File: config.mk
export PLATFORM = sky130hd
export DESIGN_NAME = regfile_writeback_flat
export DESIGN_NICKNAME = d
export VERILOG_FILES = /design/src/rtl/cpu_pkg.sv /design/src/rtl/regfile_writeback_if.sv /design/src/rtl/wb_fifo.sv /design/src/rtl/regfile_writeback.sv /design/src/flat_wrapper.sv
export SDC_FILE = /design/constraint.sdc
export NUM_CORES = 1
export LEC_CHECK = 0
export BUFFER_PORTS_ARGS = -buffer_cell sky130_fd_sc_hd__buf_2
export CORE_MARGIN = 4
export CORE_UTILIZATION = 50
export CTS_CLUSTER_DIAMETER = 50
export CTS_CLUSTER_SIZE = 8
export DETAILED_ROUTE_END_ITERATION = 8
export PLACE_DENSITY_LB_ADDON = 0.08
export SLEW_MARGIN = 30
export SYNTH_ARGS = -nofsm -noshare
export SYNTH_HDL_FRONTEND = slang
export SYNTH_SLANG_ARGS = --single-unit
File: constraint.sdc
create_clock -name clk -period 4.6 [get_ports clk]
set_clock_uncertainty 0.1 [all_clocks]
set_input_delay 0.92 -clock clk [delete_from_list [all_inputs] [get_ports clk]]
set_output_delay 0.92 -clock clk [all_outputs]
set_load 0.1 [all_outputs]
File: src/rtl/cpu_pkg.sv
// Shared CPU widths and the writeback request record carried through the
// long-latency result buffer.
package cpu_pkg;
  localparam int XLEN   = 32;
  localparam int REG_AW = 5;
  localparam int NREG   = 1 << REG_AW;

  typedef struct packed {
    logic [REG_AW-1:0] wa;
    logic [XLEN-1:0]   wd;
  } wb_req_t;
endpackage

File: src/rtl/regfile_writeback_if.sv
// Writeback bundle: pipe result, long-latency handshake, issue tracking,
// decode hazard query and the regfile write port.
interface regfile_writeback_if;
  import cpu_pkg::*;

  logic              pipe_valid;
  logic [REG_AW-1:0] pipe_wa;
  logic [XLEN-1:0]   pipe_wd;
  logic              pipe_stall;
  logic              lsu_valid;
  logic              lsu_ready;
  logic [REG_AW-1:0] lsu_wa;
  logic [XLEN-1:0]   lsu_wd;
  logic              iss_valid;
  logic [REG_AW-1:0] iss_wa;
  logic [REG_AW-1:0] ra1;
  logic [REG_AW-1:0] ra2;
  logic              busy1;
  logic              busy2;
  logic              we;
  logic [REG_AW-1:0] wa;
  logic [XLEN-1:0]   wd;

  modport master (
    output pipe_valid, pipe_wa, pipe_wd, lsu_valid, lsu_wa, lsu_wd,
           iss_valid, iss_wa, ra1, ra2,
    input  pipe_stall, lsu_ready, busy1, busy2, we, wa, wd
  );

  modport slave (
    input  pipe_valid, pipe_wa, pipe_wd, lsu_valid, lsu_wa, lsu_wd,
           iss_valid, iss_wa, ra1, ra2,
    output pipe_stall, lsu_ready, busy1, busy2, we, wa, wd
  );
endinterface

File: src/rtl/wb_fifo.sv
// Synchronous FIFO of writeback requests. Pointers carry one extra wrap bit
// so full and empty are distinguishable without a separate count.
module wb_fifo
  import cpu_pkg::*;
#(
  parameter int DEPTH = 2
) (
  input  logic    clk,
  input  logic    rst,
  input  logic    push,
  input  logic    pop,
  input  wb_req_t din,
  output logic    full,
  output logic    empty,
  output wb_req_t head
);
  localparam int AW = $clog2(DEPTH);

  logic [AW:0] wr_ptr;
  logic [AW:0] rd_ptr;
  wb_req_t     mem [DEPTH];

  always_ff @(posedge clk) begin
    if (rst) begin
      wr_ptr <= '0;
      rd_ptr <= '0;
    end else begin
      if (push && !full)  wr_ptr <= wr_ptr + 1'b1;
      if (pop  && !empty) rd_ptr <= rd_ptr + 1'b1;
    end
  end

  always_ff @(posedge clk) begin
    if (push && !full) mem[wr_ptr[AW-1:0]] <= din;
  end

  assign empty = (wr_ptr == rd_ptr);
  assign full  = (wr_ptr[AW] != rd_ptr[AW]) && (wr_ptr[AW-1:0] == rd_ptr[AW-1:0]);
  assign head  = mem[rd_ptr[AW-1:0]];
endmodule

File: src/rtl/regfile_writeback.sv
// Single regfile write port arbiter: in-order pipe results win by default,
// buffered long-latency results are forced through after STARVE_LIMIT losses.
module regfile_writeback
  import cpu_pkg::*;
#(
  parameter int DEPTH        = 2,
  parameter int STARVE_LIMIT = 4
) (
  input logic               clk,
  input logic               rst,
  regfile_writeback_if.slave bus
);
  localparam int SCW = $clog2(STARVE_LIMIT + 1);

  logic            full;
  logic            empty;
  logic            push;
  logic            pop;
  logic            starve;
  logic            commit_pipe;
  wb_req_t         head;
  wb_req_t         lsu_req;
  logic [SCW-1:0]  starve_cnt;
  logic [NREG-1:0] pending;
  logic [NREG-1:0] pending_nxt;

  assign lsu_req = '{wa: bus.lsu_wa, wd: bus.lsu_wd};

  wb_fifo #(.DEPTH(DEPTH)) u_fifo (
    .clk   (clk),
    .rst   (rst),
    .push  (push),
    .pop   (pop),
    .din   (lsu_req),
    .full  (full),
    .empty (empty),
    .head  (head)
  );

  assign bus.lsu_ready  = !rst && !full;
  assign push           = bus.lsu_valid && bus.lsu_ready;
  assign starve         = !empty && (starve_cnt == SCW'(STARVE_LIMIT));
  assign pop            = !empty && (starve || !bus.pipe_valid);
  assign commit_pipe    = bus.pipe_valid && !starve;
  assign bus.pipe_stall = bus.pipe_valid && starve;
  assign bus.busy1      = pending[bus.ra1];
  assign bus.busy2      = pending[bus.ra2];

  // Issue is applied after the pop clear so a same-register set survives.
  always_comb begin
    pending_nxt = pending;
    if (pop)           pending_nxt[head.wa]    = 1'b0;
    if (bus.iss_valid) pending_nxt[bus.iss_wa] = 1'b1;
    pending_nxt[0] = 1'b0;
  end

  always_ff @(posedge clk) begin
    if (rst) begin
      starve_cnt <= '0;
      pending    <= '0;
      bus.we     <= 1'b0;
      bus.wa     <= '0;
      bus.wd     <= '0;
    end else begin
      assert (!(bus.iss_valid && (bus.iss_wa != '0) && pending[bus.iss_wa] &&
                !(pop && (head.wa == bus.iss_wa))));
      pending <= pending_nxt;
      if (empty || pop)     starve_cnt <= '0;
      else if (commit_pipe) starve_cnt <= starve_cnt + 1'b1;
      if (pop) begin
        bus.we <= (head.wa != '0);
        bus.wa <= head.wa;
        bus.wd <= head.wd;
      end else if (commit_pipe) begin
        bus.we <= (bus.pipe_wa != '0);
        bus.wa <= bus.pipe_wa;
        bus.wd <= bus.pipe_wd;
      end else begin
        bus.we <= 1'b0;
      end
    end
  end
endmodule
File: src/flat_wrapper.sv
// flat-port wrapper written by rule: the top's interface ports become plain ports
module regfile_writeback_flat import cpu_pkg::*;
#(
  parameter int DEPTH        = 2,
  parameter int STARVE_LIMIT = 4
)
  (clk, rst, bus_pipe_valid, bus_pipe_wa, bus_pipe_wd, bus_lsu_valid, bus_lsu_wa, bus_lsu_wd, bus_iss_valid, bus_iss_wa, bus_ra1, bus_ra2, bus_pipe_stall, bus_lsu_ready, bus_busy1, bus_busy2, bus_we, bus_wa, bus_wd);
  regfile_writeback_if bus_i ();
  input logic clk;
  input logic rst;
  input wire logic [$bits(bus_i.pipe_valid)-1:0] bus_pipe_valid;
  input wire logic [$bits(bus_i.pipe_wa)-1:0] bus_pipe_wa;
  input wire logic [$bits(bus_i.pipe_wd)-1:0] bus_pipe_wd;
  input wire logic [$bits(bus_i.lsu_valid)-1:0] bus_lsu_valid;
  input wire logic [$bits(bus_i.lsu_wa)-1:0] bus_lsu_wa;
  input wire logic [$bits(bus_i.lsu_wd)-1:0] bus_lsu_wd;
  input wire logic [$bits(bus_i.iss_valid)-1:0] bus_iss_valid;
  input wire logic [$bits(bus_i.iss_wa)-1:0] bus_iss_wa;
  input wire logic [$bits(bus_i.ra1)-1:0] bus_ra1;
  input wire logic [$bits(bus_i.ra2)-1:0] bus_ra2;
  output wire logic [$bits(bus_i.pipe_stall)-1:0] bus_pipe_stall;
  output wire logic [$bits(bus_i.lsu_ready)-1:0] bus_lsu_ready;
  output wire logic [$bits(bus_i.busy1)-1:0] bus_busy1;
  output wire logic [$bits(bus_i.busy2)-1:0] bus_busy2;
  output wire logic [$bits(bus_i.we)-1:0] bus_we;
  output wire logic [$bits(bus_i.wa)-1:0] bus_wa;
  output wire logic [$bits(bus_i.wd)-1:0] bus_wd;
  assign bus_i.pipe_valid = bus_pipe_valid;
  assign bus_i.pipe_wa = bus_pipe_wa;
  assign bus_i.pipe_wd = bus_pipe_wd;
  assign bus_i.lsu_valid = bus_lsu_valid;
  assign bus_i.lsu_wa = bus_lsu_wa;
  assign bus_i.lsu_wd = bus_lsu_wd;
  assign bus_i.iss_valid = bus_iss_valid;
  assign bus_i.iss_wa = bus_iss_wa;
  assign bus_i.ra1 = bus_ra1;
  assign bus_i.ra2 = bus_ra2;
  assign bus_pipe_stall = bus_i.pipe_stall;
  assign bus_lsu_ready = bus_i.lsu_ready;
  assign bus_busy1 = bus_i.busy1;
  assign bus_busy2 = bus_i.busy2;
  assign bus_we = bus_i.we;
  assign bus_wa = bus_i.wa;
  assign bus_wd = bus_i.wd;
  regfile_writeback #(.DEPTH(DEPTH), .STARVE_LIMIT(STARVE_LIMIT)) u_core (.clk(clk), .rst(rst), .bus(bus_i));
endmodule
; ---- After elaboration in Yosys (flattened, before gate mapping)
; Memories as Yosys holds them, arrays and structs flattened. A register that Yosys moved wholly into a read port is not among the register bits.
; Cells that the tools add are included.
[totals]
register_bits = 77
mem_bits_rw = 74
n_memories = 1
input_bits = 94
out_inout_bits = 42
[mem_list]
columns = name, depth, word_bits, rd, rd_clocked_by_memory_dff, wr, line
row1 = u_core.u_fifo.mem, 2, 37, 1, 1, 1, wb_fifo.sv:21  ; wb_req_t mem [DEPTH];
[classes]
addsub = 3
order_cmp = 6
muxes = 20
n_reduce_logical = 22
n_eq_ne = 4
n_bitwise = 3
[op_table]
columns = operator, count
row1 = two-way mux 32 bit, 4
row2 = bitwise AND 32 bit, 1
row3 = NOT 32 bit, 1
row4 = bitwise OR 32 bit, 1
row5 = "< comparator 5 x 6 -> 1 bit, second input constant", 4
row6 = logical AND 1 bit, 11
row7 = binary-select mux 1 bit (select 5 bit), 2
row8 = demux 1 bit (select 5 bit), 2
row9 = "greater-or-equal comparator 5 x 1 -> 1 bit, second input constant", 2
row10 = two-way mux 1 bit, 10
row11 = two-way mux 5 bit, 2
row12 = nonzero test 5 bit, 2
row13 = logical NOT 1 bit, 5
row14 = "adder 2 x 1 -> 2 bit, second input constant", 2
row15 = "adder 3 x 1 -> 3 bit, second input constant", 1
row16 = "== test 3 bit, second input constant", 1
row17 = == test 2 bit, 1
row18 = logical OR 1 bit, 2
row19 = nonzero test 2 bit, 1
row20 = OR reduction 2 bit, 1
row21 = == test 1 bit, 1
row22 = != test 1 bit, 1

; ---- Longest topological paths before layout
; Gate-level depths: netlist (run 1).
[depth]
depth_word = 9
ltp_mapped = 8
mapped_depth_nobuf = 6

; ---- By module
; From an unflattened synthesis (run 1), not the netlist that was laid out.
[hier_totals]
cells_unflattened = 572
hier_area_um2 = 6648.9
[by_module_without_submodules]
columns = module, cells_per_inst, instances, area_each_um2, seq_area_each_um2
row1 = regfile_writeback, 424, 1, 3706.1, 1441.4
row2 = wb_fifo, 148, 1, 2942.8, 2322.2

; ---- Worst setup path after synthesis (run 1)
; No wires, ideal clock.
[synth_timing]
kind = in2reg
startpoint = input rst
endpoint = memory u_core.u_fifo.mem[1][0] in the netlist's numbering, enable pin
n_path_buf = 1
path_stages = 2
required_ps = 4032
slack_ps = 540
arrival_ps = 3492
cell_sequence = clkbuf_1 -> a2111oi_2
[synth_via]
elab_chain_len = 6
[synth_lines]
columns = item, line
row1 = from (decl), flat_wrapper.sv:10  ; input logic rst;
row2 = logical NOT 1 bit, regfile_writeback.sv:40  ; assign bus.lsu_ready = !rst && !full;
row3 = logical AND 1 bit, regfile_writeback.sv:40
row4 = logical AND 1 bit, regfile_writeback.sv:41  ; assign push = bus.lsu_valid && bus.lsu_ready;
row5 = logical AND 1 bit, wb_fifo.sv:34  ; if (push && !full) mem[wr_ptr[AW-1:0]] <= din;
row6 = two-way mux 1 bit, wb_fifo.sv:34
row7 = two-way mux 1 bit (not written as such), wb_fifo.sv:34
row8 = to (decl), wb_fifo.sv:21
; No other way between the ends.

; ---- Final worst setup path (run 1)
[layout_timing]
startpoint = input bus_ra2[0]
endpoint = output bus_busy2
[layout_via]
elab_chain_len = 2
[layout_lines]
columns = item, line
row1 = from (decl), flat_wrapper.sv:20  ; input wire logic [$bits(bus_i.ra2)-1:0] bus_ra2;
row2 = binary-select mux 1 bit (select 5 bit), regfile_writeback.sv:47  ; assign bus.busy2 = pending[bus.ra2];
row3 = two-way mux 1 bit (not written as such), regfile_writeback.sv:47
row4 = to (decl), flat_wrapper.sv:24  ; output wire logic [$bits(bus_i.busy2)-1:0] bus_busy2;
; No other way between the ends. The select of a mux whose other input is x is not followed.

==> run metrics, run 1 <==
compound-gate portion of the synthesized area 0.164; DIE WIDTH approximately 120 um; routed length on met1 6900 um; layout cells sized above 1 0.303; number of filler instances in the final layout about 1100; H-tree depth reported by CTS 4; register area 3760 um^2; cell type group with the largest total delay on the critical path multiplexers; Critical Path Most Common Cell sky130_fd_sc_hd__buf_2; Synth area leaders sky130_fd_sc_hd__edfxtp_1 (34%), sky130_fd_sc_hd__dfxtp_1 (23%), sky130_fd_sc_hd__mux2_2 (6.0%), sky130_fd_sc_hd__a211oi_1 (4.1%), sky130_fd_sc_hd__mux2i_1 (3.6%); CP Launch Type primary input; startpoint of the lowest-slack hold path u_core.pending[6]; share of synthesized cell area in and, or, nand and nor gates 0.0834; final setup violation count 0; Slew headroom 0.391; critical-path maximum fanout 7; highest signal layer in the routed design met5; flop2flop setup slack around 2.1 ns; library cell with the largest summed area after synthesis sky130_fd_sc_hd__edfxtp_1; clock period minus worst slack between 3 and 4 ns; RSZ-0062 raised after global routing no; hold endpoint u_core.pending[6]; WS Path Type in2out; footprint of the multi-input gates about 2500 um^2; worst-skew pair later-pin latency about 0.42 ns; wire length reported by the detailed router 15800 um; Power Dens Cells ~510 nW/um^2; initial antenna violation count 1; combinational family with the most area after synthesis compound AO/OA/AOI/OAI gates; total grt overflow 0; number of global-route vias before repair about 5000; slowest stage delay, CP between 0.5 and 0.6 ns; post-cts resize count 0; Synth Area in XOR/XNOR 0.0118; multiplexer fraction of the synthesized cell area 0.117; clock-pin transition on the worst setup and hold timing paths about 0.050 ns; worst reg-to-reg path cell count 4; cts bufs inserted 17; Root Buffer sky130_fd_sc_hd__clkbuf_16; total number of clock tree sinks 151; largest net degree at the start of global routing between 40 and 50; instance count along the most critical hold path 2; Post-Synthesis Cells 579; critical-path cell list buf_2 -> mux4_2 -> nand2b_1 -> o2111ai_1 -> nand4_1 -> buf_2; Synth async-reset ratio 0; Adder-Cell Fraction of Synth Area 0.00379; worst path bufs/invs 2; Pre-antenna DRT Iters 5; number of remaining DRC errors 0; element type at the critical path end primary output; part of the Yosys area used for sequential elements 0.570; total negative slack 0 ns; transition time of the tightest slew-check pin between 0.8 and 0.9 ns; number of buffers inserted by hold repair at cts 0; type of the tightest min-delay check reg2reg; die extent in y 123 um; most used flip-flop cell after synthesis sky130_fd_sc_hd__dfxtp_1; Setup Slack @ Placement approximately 1.3 ns; number of primary I/O pins roughly 140; Slew Limit Fails 0; Ys Warns 0; core box area about 13000 um^2; WL per Instance between 15 and 20 um; maximum vdd ir drop 0.339 mV; DR WL met3 around 980 um; placer's final routability congestion estimate between 0.8 and 0.9; leading cell type in the layout, fill and taps excluded sky130_fd_sc_hd__buf_2; data arrival time at the worst-slack endpoint 2.31 ns; standard-cell rows 41; CTS max path bufs 2; routed length on met2 approximately 7600 um; synth-to-layout area growth 20.6%; buffers added on ports between 100 and 150; number of different library cells in the post-synthesis netlist 42; setup ws final roughly 1.3 ns; final critical-path share of the clock period 0.723; number of max-cap violations 0; setup repair bufs after CTS 0; syn_area_per_cell 11.4 um^2; global-route wire length before repair approximately 26000 um; Peak Freq between 300 and 400 MHz; ant diodes 0; P_leak slightly above 3 nW; result of the run complete, no violations; number of design-rule violations left by the first detailed-router iteration 210; Vias approximately 5000; post-synthesis net count slightly below 700; post-synthesis cell area 6600 um^2; detailed placer's ending HPWL 10800 um; Slowest-stage cell, CP sky130_fd_sc_hd__mux4_2; full die area ~15000 um^2; Total Routing Usage GR 0.220; number of flops mapped to enable cells by yosys 74; Antenna Nets Post-Route 0; nets 800; vias per cell 5.55; total power of the final layout a little over 0.004 W; top-area cell type share of the netlist area 0.337; number of hold violations in the final report 0; required time at the worst-slack endpoint ~3.6 ns; most used cells in the layout excluding fill and tap cells sky130_fd_sc_hd__buf_2 (135), sky130_fd_sc_hd__dfxtp_1 (76), sky130_fd_sc_hd__edfxtp_1 (74), sky130_fd_sc_hd__a21oi_1 (45), sky130_fd_sc_hd__inv_1 (39); CTS tree done; critical register-to-register path endpoint u_core.pending[1]; initial standard-cell utilization of the core 0.517; number of storage elements in the synthesis netlist approximately 150
## layout make-up
| type | instances | area share |
|---|---|---|
| Sequential cell | 151 | 0.473 |
| Multi-Input combinational cell | 352 | 0.318 |
| Timing Repair Buffer | 143 | 0.0975 |
| Clock buffer | 25 | 0.0585 |
| Tap cell | 172 | 0.0270 |
| Inverter | 39 | 0.0184 |
| Clock inverter | 7 | 0.00708 |
## logic make-up after synthesis
logic type / after synthesis
xor+xnor: 8
fa+ha+maj: 2
flops: 151
mux: 65
simple gates: 107
buf+inv: 76
compound gates: 170
## registers in the layout (all words and copies together), names as in the netlist, named ones only
signal                flops
u_core.u_fifo.rd_ptr      2
u_core.bus.we             1
u_core.u_fifo.mem        74
u_core.pending           31
u_core.bus.wa             5
u_core.bus.wd            32
u_core.u_fifo.wr_ptr      2
u_core.starve_cnt         3
## worst register-to-register path, stage by stage, from the launching register on
cell and delay, ns:
sky130_fd_sc_hd__dfxtp_2 0.67, sky130_fd_sc_hd__mux2i_1 0.81, sky130_fd_sc_hd__nand3_1 0.36, sky130_fd_sc_hd__o21ai_0 0.30
sky130_fd_sc_hd__a21oi_1 0.11
## where the power goes
| group | internal, W | total [W] | switching [W] |
|---|---|---|---|
| combinational | 0.000327 | 0.00119 | 0.000859 |
| sequential | 0.00153 | 0.00161 | 0.0000786 |
| clock | 0.000749 | 0.00124 | 0.000493 |
## Yosys cell counts (2+ instances only)
cell type / instances
sky130_fd_sc_hd__o211ai_1: 3
sky130_fd_sc_hd__nor2b_1: 6
sky130_fd_sc_hd__buf_6: 3
sky130_fd_sc_hd__o2111ai_1: 4
sky130_fd_sc_hd__inv_1: 39
sky130_fd_sc_hd__buf_1: 4
sky130_fd_sc_hd__nor2_1: 14
sky130_fd_sc_hd__mux2i_1: 24
sky130_fd_sc_hd__dfxtp_1: 77
sky130_fd_sc_hd__mux4_2: 6
sky130_fd_sc_hd__and3_1: 4
sky130_fd_sc_hd__xnor2_1: 4
sky130_fd_sc_hd__nand3b_1: 5
sky130_fd_sc_hd__nand3_1: 10
sky130_fd_sc_hd__o21ai_0: 35
sky130_fd_sc_hd__a2111oi_1: 3
sky130_fd_sc_hd__a211oi_1: 36
sky130_fd_sc_hd__nand2b_1: 5
sky130_fd_sc_hd__nand2_1: 37
sky130_fd_sc_hd__edfxtp_1: 74
sky130_fd_sc_hd__and2_1: 2
sky130_fd_sc_hd__mux2_2: 35
sky130_fd_sc_hd__buf_4: 3
sky130_fd_sc_hd__clkbuf_1: 17
sky130_fd_sc_hd__or3_1: 7
sky130_fd_sc_hd__buf_2: 10
sky130_fd_sc_hd__and3b_1: 3
sky130_fd_sc_hd__xor2_1: 3
sky130_fd_sc_hd__nor3_1: 3
sky130_fd_sc_hd__a21oi_1: 45
sky130_fd_sc_hd__nor3b_1: 9
sky130_fd_sc_hd__o22ai_1: 33
sky130_fd_sc_hd__a22oi_1: 4
sky130_fd_sc_hd__nand4_1: 2
sky130_fd_sc_hd__a2111oi_2: 2
sky130_fd_sc_hd__ha_1: 2
## metal layers
| layer | up-vias | track usage |
|---|---|---|
| met4 | 2 | 0.0938 |
| li1 | 2405 | - |
| met1 | 2359 | 0.285 |
| met2 | 145 | 0.351 |
| met3 | 22 | 0.0590 |
| met5 | - | 0 |
## per-stage QoR
| stage | std cells | utilization | hold slack, ns | area (um^2) |
|---|---|---|---|---|
| after CTS | 888 | 0.620 | 0.398 | 7920 |
| after global routing | 889 | 0.623 | 0.419 | 7960 |
| after floorplan | 579 | - | 0.360 | 6600 |
| final | 889 | 0.623 | 0.400 | 7960 |
| after global placement | 855 | 0.577 | 0.383 | 7370 |
| after detailed placement | 856 | 0.579 | 0.390 | 7400 |
## worst max-delay path by stage
stage,endpoint,start,cells after the start
after CTS,bus_busy2,bus_ra2[0],6
after global routing,bus_busy1,bus_ra1[0],6
final,bus_busy2,bus_ra2[0],6
after detailed placement,bus_busy2,bus_ra2[0],6
after floorplan,u_core.u_fifo.mem[1][0],rst,2
after global placement,bus_busy1,bus_ra1[0],6
No activity file was read; power rests on OpenSTA's default activity.
==> run 2: changes to the inputs <==
--- a/config.mk
+++ b/config.mk
@@ -7,7 +7,7 @@
 export LEC_CHECK = 0
 export BUFFER_PORTS_ARGS = -buffer_cell sky130_fd_sc_hd__buf_2
 export CORE_MARGIN = 4
-export CORE_UTILIZATION = 50
+export CORE_UTILIZATION = 49
 export CTS_CLUSTER_DIAMETER = 50
 export CTS_CLUSTER_SIZE = 8
 export DETAILED_ROUTE_END_ITERATION = 8
==> constraint.sdc (replaced) <==
create_clock -name clk -period 2.8 [get_ports clk]
set_clock_uncertainty 0.1 [all_clocks]
set_input_delay 0.56 -clock clk [delete_from_list [all_inputs] [get_ports clk]]
set_output_delay 0.56 -clock clk [all_outputs]
set_load 0.1 [all_outputs]
==> run metrics, run 2 (synthesis results as in run 1) <==
result of the run complete, no violations (unchanged); Slowest-stage cell, CP sky130_fd_sc_hd__mux4_2 (unchanged); wire length reported by the detailed router 16000 um (was 15800 um); Critical Path Most Common Cell sky130_fd_sc_hd__buf_2 (unchanged); Antenna Nets Post-Route 0 (unchanged); largest net degree at the start of global routing 49 (was 47); WS Path Type in2out (unchanged); clock-pin transition on the worst setup and hold timing paths 0.06 ns (was 0.05 ns); CP Launch Type primary input (unchanged); data arrival time at the worst-slack endpoint 1.93 ns (was 2.31 ns); number of buffers inserted by hold repair at cts 0 (unchanged); Vias 5100 (was 4933); worst-skew pair later-pin latency 0.41 ns (was 0.42 ns); detailed placer's ending HPWL 11100 um (was 10800 um); RSZ-0062 raised after global routing no (unchanged); Slew Limit Fails 0 (unchanged); cell type group with the largest total delay on the critical path multiplexers (unchanged); ant diodes 0 (unchanged); critical-path cell list buf_2 -> mux4_2 -> nand2b_4 -> o211ai_1 -> nand4_1 -> buf_2 (was buf_2 -> mux4_2 -> nand2b_1 -> o2111ai_1 -> nand4_1 -> buf_2); H-tree depth reported by CTS 4 (unchanged); CTS max path bufs 2 (unchanged); critical-path maximum fanout 7 (unchanged); type of the tightest min-delay check in2reg (was reg2reg); P_leak 3.14 nW (was 3.09 nW); clock period minus worst slack about 2.6 ns; DIE WIDTH 124 um (was 123 um); core box area 13200 um^2 (was 12800 um^2); Pre-antenna DRT Iters 5 (unchanged); Power Dens Cells 850 nW/um^2 (was 507 nW/um^2); vias per cell 5.67 (was 5.55); total negative slack 0 ns (unchanged); buffers added on ports 135 (unchanged); Peak Freq between 300 and 400 MHz; full die area 15400 um^2 (was 15100 um^2); number of global-route vias before repair 5089 (was 5007); number of max-cap violations 0 (unchanged); Root Buffer sky130_fd_sc_hd__clkbuf_16 (unchanged); synth-to-layout area growth 22.1% (was 20.6%); CTS tree done (unchanged); Largest register FFs 74 (unchanged); maximum vdd ir drop 0.552 mV (was 0.339 mV); nets 806 (was 800); most used cells in the layout excluding fill and tap cells sky130_fd_sc_hd__buf_2 (134), sky130_fd_sc_hd__dfxtp_1 (76), sky130_fd_sc_hd__edfxtp_1 (74), sky130_fd_sc_hd__a21oi_1 (44), sky130_fd_sc_hd__inv_1 (39) (was sky130_fd_sc_hd__buf_2 (135), sky130_fd_sc_hd__dfxtp_1 (76), sky130_fd_sc_hd__edfxtp_1 (74), sky130_fd_sc_hd__a21oi_1 (45), sky130_fd_sc_hd__inv_1 (39)); cts bufs inserted 17 (unchanged); WL per Instance 17.8 um (was 17.7 um); initial standard-cell utilization of the core 0.498 (was 0.517); total number of clock tree sinks 151 (unchanged); worst path bufs/invs 2 (unchanged); Total Routing Usage GR 0.215 (was 0.220); leading cell type in the layout, fill and taps excluded sky130_fd_sc_hd__buf_2 (unchanged); number of remaining DRC errors 0 (unchanged); die extent in y 124 um (was 123 um); number of hold violations in the final report 0 (unchanged); final critical-path share of the clock period 0.925; standard-cell rows 42 (was 41); required time at the worst-slack endpoint 2.14 ns (was 3.58 ns); count of placed standard cells including taps 867 (was 856); layout cells sized above 1 0.315 (was 0.303); total power of the final layout 0.00685 W (was 0.00404 W); total grt overflow 0 (unchanged); Slew headroom 0.387 (was 0.391); final setup violation count 0 (unchanged); transition time of the tightest slew-check pin 0.920 ns (was 0.888 ns); post-cts resize count 0 (unchanged); initial antenna violation count 1 (unchanged); element type at the critical path end primary output (unchanged); number of primary I/O pins 136 (unchanged); global-route wire length before repair 25200 um (was 25500 um); setup repair bufs after CTS 0 (unchanged); slowest stage delay, CP 0.51 ns (was 0.53 ns); placer's final routability congestion estimate 0.842 (was 0.840); count of non-filler cells in the finished layout 899 (was 889); number of design-rule violations left by the first detailed-router iteration 272 (was 210)
[run 2: report_power, final]
part           switching (W)  internal [W]
Combinational        0.00144      0.000540
Clock               0.000833       0.00142
Sequential          0.000105       0.00251
Total                0.00238       0.00447
[run 2: per-stage QoR]
| step | worst slack [ns] | util | hold WS, ns | area (um^2) |
|---|---|---|---|---|
| 2_1_floorplan | -0.169 | - | 0.360 | 6680 |
| 3_3_place_gp | 0.248 | 0.563 | 0.378 | 7460 |
| 3_5_place_dp | 0.202 | 0.564 | 0.391 | 7470 |
| 4_1_cts | 0.201 | 0.609 | 0.211 | 8060 |
| 5_1_grt | 0.117 | 0.609 | 0.207 | 8060 |
| 6_report | 0.210 | 0.609 | 0.233 | 8060 |
[run 2: area by class of cell]
| cell class | instances | area [um^2] |
|---|---|---|
| clock inverter | 9 | 126 |
| multi-input combinational | 352 | 2540 |
| inverter | 39 | 146 |
| fill | 1120 | 5180 |
| timing repair buffer | 149 | 803 |
| tap | 176 | 220 |
| clock buffer | 23 | 458 |
| sequential | 151 | 3760 |
[run 2: path summary, 6_finish.rpt]
kind                           startpoint                       end  slack (ns)  depth (start not counted)
setup / recovery               bus_ra2[0]                 bus_busy2        0.21                          6
hold / removal             bus_lsu_wd[11]  u_core.u_fifo.mem[1][11]        0.23                          1
setup reg to reg  u_core.u_fifo.rd_ptr[0]  u_core.u_fifo.mem[0][18]        0.46                          3
hold reg to reg        u_core.pending[20]        u_core.pending[20]        0.40                          2
[run 2: layer usage]
metal	track usage	part of all wire
met2	0.361	0.50
met5	0	0.00081
met3	0.0668	0.065
met4	0.0623	0.0096
met1	0.268	0.42
